File: config.mk
export PLATFORM = sky130hd
export DESIGN_NAME = reg_scoreboard
export DESIGN_NICKNAME = d
export VERILOG_FILES = /design/src/rtl/reg_scoreboard.sv
export SDC_FILE = /design/constraint.sdc
export NUM_CORES = 1
export LEC_CHECK = 0
export CAP_MARGIN = 30
export CORE_ASPECT_RATIO = 1.2
export CORE_MARGIN = 2
export CORE_UTILIZATION = 63
export DETAILED_ROUTE_END_ITERATION = 16
export DONT_BUFFER_PORTS = 1
export HOLD_SLACK_MARGIN = 0.1
export PLACE_DENSITY = 0.78
export SYNTH_ARGS = -nofsm -noshare
export SYNTH_HDL_FRONTEND = slang
export SYNTH_SLANG_ARGS = --single-unit
export TNS_END_PERCENT = 1
File: constraint.sdc
create_clock -name clk -period 2.9 [get_ports clk]
set_clock_uncertainty 0.05 [all_clocks]
set_input_delay 0.58 -clock clk [delete_from_list [all_inputs] [get_ports clk]]
set_output_delay 0.58 -clock clk [all_outputs]
set_load 0.05 [all_outputs]
File: src/rtl/reg_scoreboard.sv
`default_nettype none
// ============================================================================
// Module   : reg_scoreboard
// Brief    : Per-register pending-write scoreboard. Stalls decode while a
//            consumed operand still has a non-forwardable result in flight,
//            and keeps a saturating count of stall cycles.
// Revision : 1.0  initial release
// ============================================================================
module reg_scoreboard #(
  parameter int NREG = 8,
  parameter int AW   = 3,
  parameter int LW   = 2,
  parameter int SCW  = 16
) (
  input  logic            clk,
  input  logic            rst,
  input  logic            issue_valid,
  input  logic            issue_wb,
  input  logic [AW-1:0]   issue_dest,
  input  logic [LW-1:0]   issue_lat,
  input  logic            src_used,
  input  logic [AW-1:0]   chk_src,
  input  logic            dest_used,
  input  logic [AW-1:0]   chk_dest,
  input  logic            flush,
  output logic            stall,
  output logic [NREG-1:0] busy_vec,
  output logic [SCW-1:0]  stall_count
);

  localparam logic [SCW-1:0] c_cnt_max = {SCW{1'b1}};

  // Cycles remaining until each register's in-flight result is forwardable.
  logic [LW-1:0] r_pend [NREG];
  logic [SCW-1:0] r_stall_count;

  logic w_src_busy;
  logic w_dest_busy;
  logic w_stall;
  logic w_accept;

  // Hazard check uses only registered state and the check inputs, so issue
  // acceptance never feeds back into stall.
  always_comb begin
    w_src_busy  = src_used  && (r_pend[chk_src]  != '0);
    w_dest_busy = dest_used && (r_pend[chk_dest] != '0);
    w_stall     = w_src_busy || w_dest_busy;
    w_accept    = issue_valid && !w_stall && !flush;
  end

  // Pending counters: flush clears, an accepted write reloads (younger write
  // wins over an older countdown), otherwise count down to zero.
  always_ff @(posedge clk or posedge rst) begin
    if (rst) begin
      for (int r = 0; r < NREG; r++) begin
        r_pend[r] <= '0;
      end
    end else begin
      for (int r = 0; r < NREG; r++) begin
        if (flush) begin
          r_pend[r] <= '0;
        end else if (w_accept && issue_wb && (issue_dest == AW'(r))) begin
          r_pend[r] <= issue_lat;
        end else if (r_pend[r] != '0) begin
          r_pend[r] <= r_pend[r] - LW'(1);
        end
      end
    end
  end

  // Saturating stall-cycle counter; only reset clears it, not flush.
  always_ff @(posedge clk or posedge rst) begin
    if (rst) begin
      r_stall_count <= '0;
    end else if (w_stall && (r_stall_count != c_cnt_max)) begin
      r_stall_count <= r_stall_count + SCW'(1);
    end
  end

  // Busy flags are a straight reduction of each pending counter.
  generate
    for (genvar g = 0; g < NREG; g++) begin : g_busy
      assign busy_vec[g] = |r_pend[g];
    end
  endgenerate

  assign stall       = w_stall;
  assign stall_count = r_stall_count;

endmodule
`default_nettype wire

==> results.txt <==
Core Area: 0.003083 mm^2
Arrival @ worst endpoint: 1.93 ns
Ranking of synthesized cells by area: dfrtp_1, mux2_2, xnor2_1
Final Util: 73.38%
Status: finished, final reports clean
Die W: 56.27 um
Clk buf depth: 2
Fillers: 234
Gpl congestion: 0.9495
Clk Latency, worst-skew pair: 0.34 ns
Flops & latches, synth: 32
Wirelength per Cell: 15.56 um
Num rows: 22
Clock buffer count from CTS: 5
Post_cts resized: 0
Hold Buf Count CTS: 0
Crit-path leading delay family: simple AND/OR/NAND/NOR gates
CTS tree: built
Worst VDD drop: 0.0008164 V
# DRC: 0
Fin crit share: 88.34%
Synth Area per Inst: 9.100 um^2
First-pass GRT wire length: 7.286 mm
Fmax: 390.3 MHz
Max-cap violations: 0
Leak Pwr: 1.035 nW
Hold WC Path Type: in2async
Mapped Nets: 254
CP max stage cell: dfrtp_1
I/O pin count: 43
Fin. Hold Viols: 0
Yosys top cell by area: dfrtp_1
CP endpoint kind: primary output
Synth warn: 0
Req. time, crit path: 2.27 ns
Pwr Total: 2.365 mW
Die height: 66.73 um
Clock Sinks: 32
PortBufs: 0
Share of cells above drive strength 1: 18.85%
Min Tclk post-route: 2.562 ns
Slew headroom: 61.53%
Clk slew on worst S/H paths: 0.09 ns
CP max FO: 16
Cell Area, Synth: 0.002066 mm^2
Via count: 1,651
Dpl cell area: 0.002197 mm^2
CP Launch Type: register
Crit Path Class: reg2out
Total GRT Usage: 25.83%
Max Slew Vio Count: 0
Max incr delay on CP: 0.41 ns
Setup TNS: 0 ns
Slew @ Worst Pin: 0.5717 ns
Iter 0 DRT Violations: 34
Post-layout net count: 271
Full die area: 0.003755 mm^2
Gr ovfl total: 0
Post-DP HPWL: 3.290 mm
Area Overhead vs Synth: 9.509%
Final setup viols: 0
Post-synth cell types: 29
Clk root buf: clkbuf_4
Largest net degree at the start of global routing: 33
Commonest cells after routing, fill and taps aside: nor2_1, dfrtp_1, inv_1
Initial core utilization: 67.00%
Crit path cell chain: nor2_1, a21oi_1, o2111ai_1, nand4_2, buf_4
Share of the synthesized area in the top cell type: 38.76%
Buf/Inv on CP: 1
Antenna Cells: 0
Post-CTS setup buffer count: 0
Vias per std cell: 5.896
H-tree lvl count: 2
Vias in the first global route: 1,767
Total power divided by cell area: 1045 mW/mm^2
Cells after synthesis: 227
RSZ-0062 raised after global routing: false
Drt pass-1 iters: 4
Design area: 0.002262 mm^2
Antenna Nets Post-Route: 0
Post-synthesis sequential area ratio: 38.76%
Initial antenna violation count: 0
Total Wirelength: 4.356 mm
[logic make-up after synthesis]
kind of cell	after synthesis	share of synthesized area (%)
simple gates	91	23.56
buf+inv	35	6.905
flops	32	38.76
xor+xnor	22	9.328
compound gates	20	5.814
mux	18	10.18
fa+ha+maj	9	5.451
[registers in the layout, indices dropped and copies added (netlist names)]
signal,cells
r_pend,16
stall_count,16
[layer usage]
layer | part of all wire (%) | track usage (%) | wire length, um
met1 | 37 | 24.78 | 1625
met2 | 54 | 49.56 | 2356
met3 | 5.2 | 7.573 | 227
met4 | 3.4 | 13.10 | 147
met5 | 0 | 0 | 0
[report_power, final]
| part | leakage, nW | switching [mW] | total (mW) | internal (mW) |
|---|---|---|---|---|
| Combinational | 0.573 | 0.930 | 1.38 | 0.454 |
| Clock | 0.0374 | 0.148 | 0.285 | 0.137 |
| Sequential | 0.424 | 0.115 | 0.696 | 0.581 |
| Total | 1.03 | 1.19 | 2.36 | 1.17 |
[final cells by class]
cell class                      instances  area [um^2]  share of cell area, %
Clock buffer                            7        65.06                  2.876
Sequential cell                        32        800.8                  35.40
Multi-Input combinational cell        160         1122                  49.61
Timing Repair Buffer                   16        120.1                  5.310
Inverter                               29        108.9                  4.812
Tap cell                               36        45.04                  1.991
[path summary, 6_finish.rpt]
check,from,end,slack (ns),cells past startpoint
setup / recovery,r_pend[2]$_DFFE_PP0P_,stall,0.34,5
hold / removal,rst,stall_count[7]$_DFFE_PP0P_,0.15,2
setup reg to reg,stall_count[15]$_DFFE_PP0P_,stall_count[1]$_DFFE_PP0P_,0.47,6
hold reg to reg,stall_count[1]$_DFFE_PP0P_,stall_count[1]$_DFFE_PP0P_,0.61,2
max in group asynchronous,rst,r_pend[2]$_DFFE_PP0P_,2.36,2
min in group clk,flush,r_pend[4]$_DFFE_PP0P_,0.44,2
[worst register-to-register path, delay by kind of cell (launching register included)]
family | cells | cell delay, ns
AND/OR/NAND/NOR | 4 | 1.06
flip-flops | 1 | 0.71
multiplexers | 1 | 0.34
buffers and inverters | 1 | 0.17
[synthesized netlist by cell type, drive strengths merged]
cell and n:
a21oi 12, a31oi 4, and3 3, buf 4
clkbuf 2, dfrtp 32, ha 9, inv 29
mux2 18, nand2 13, nand2b 1, nand3 10
nand4 5, nor2 32, nor2b 4, nor3 6
nor3b 2, nor4 4, nor4b 7, o2111ai 4
or3 3, or4 1, xnor2 14, xor2 8
[through the flow]
stage               hold WS, ns  setup slack [ns]  instances
floorplan                0.5805            0.4379        227
global placement         0.5238            0.5909        273
detailed placement       0.5285            0.5076        273
CTS                      0.1674            0.3531        280
global route             0.1814            0.2181        280
finish                   0.1538            0.3380        280
(Power assumes the default switching activity.)
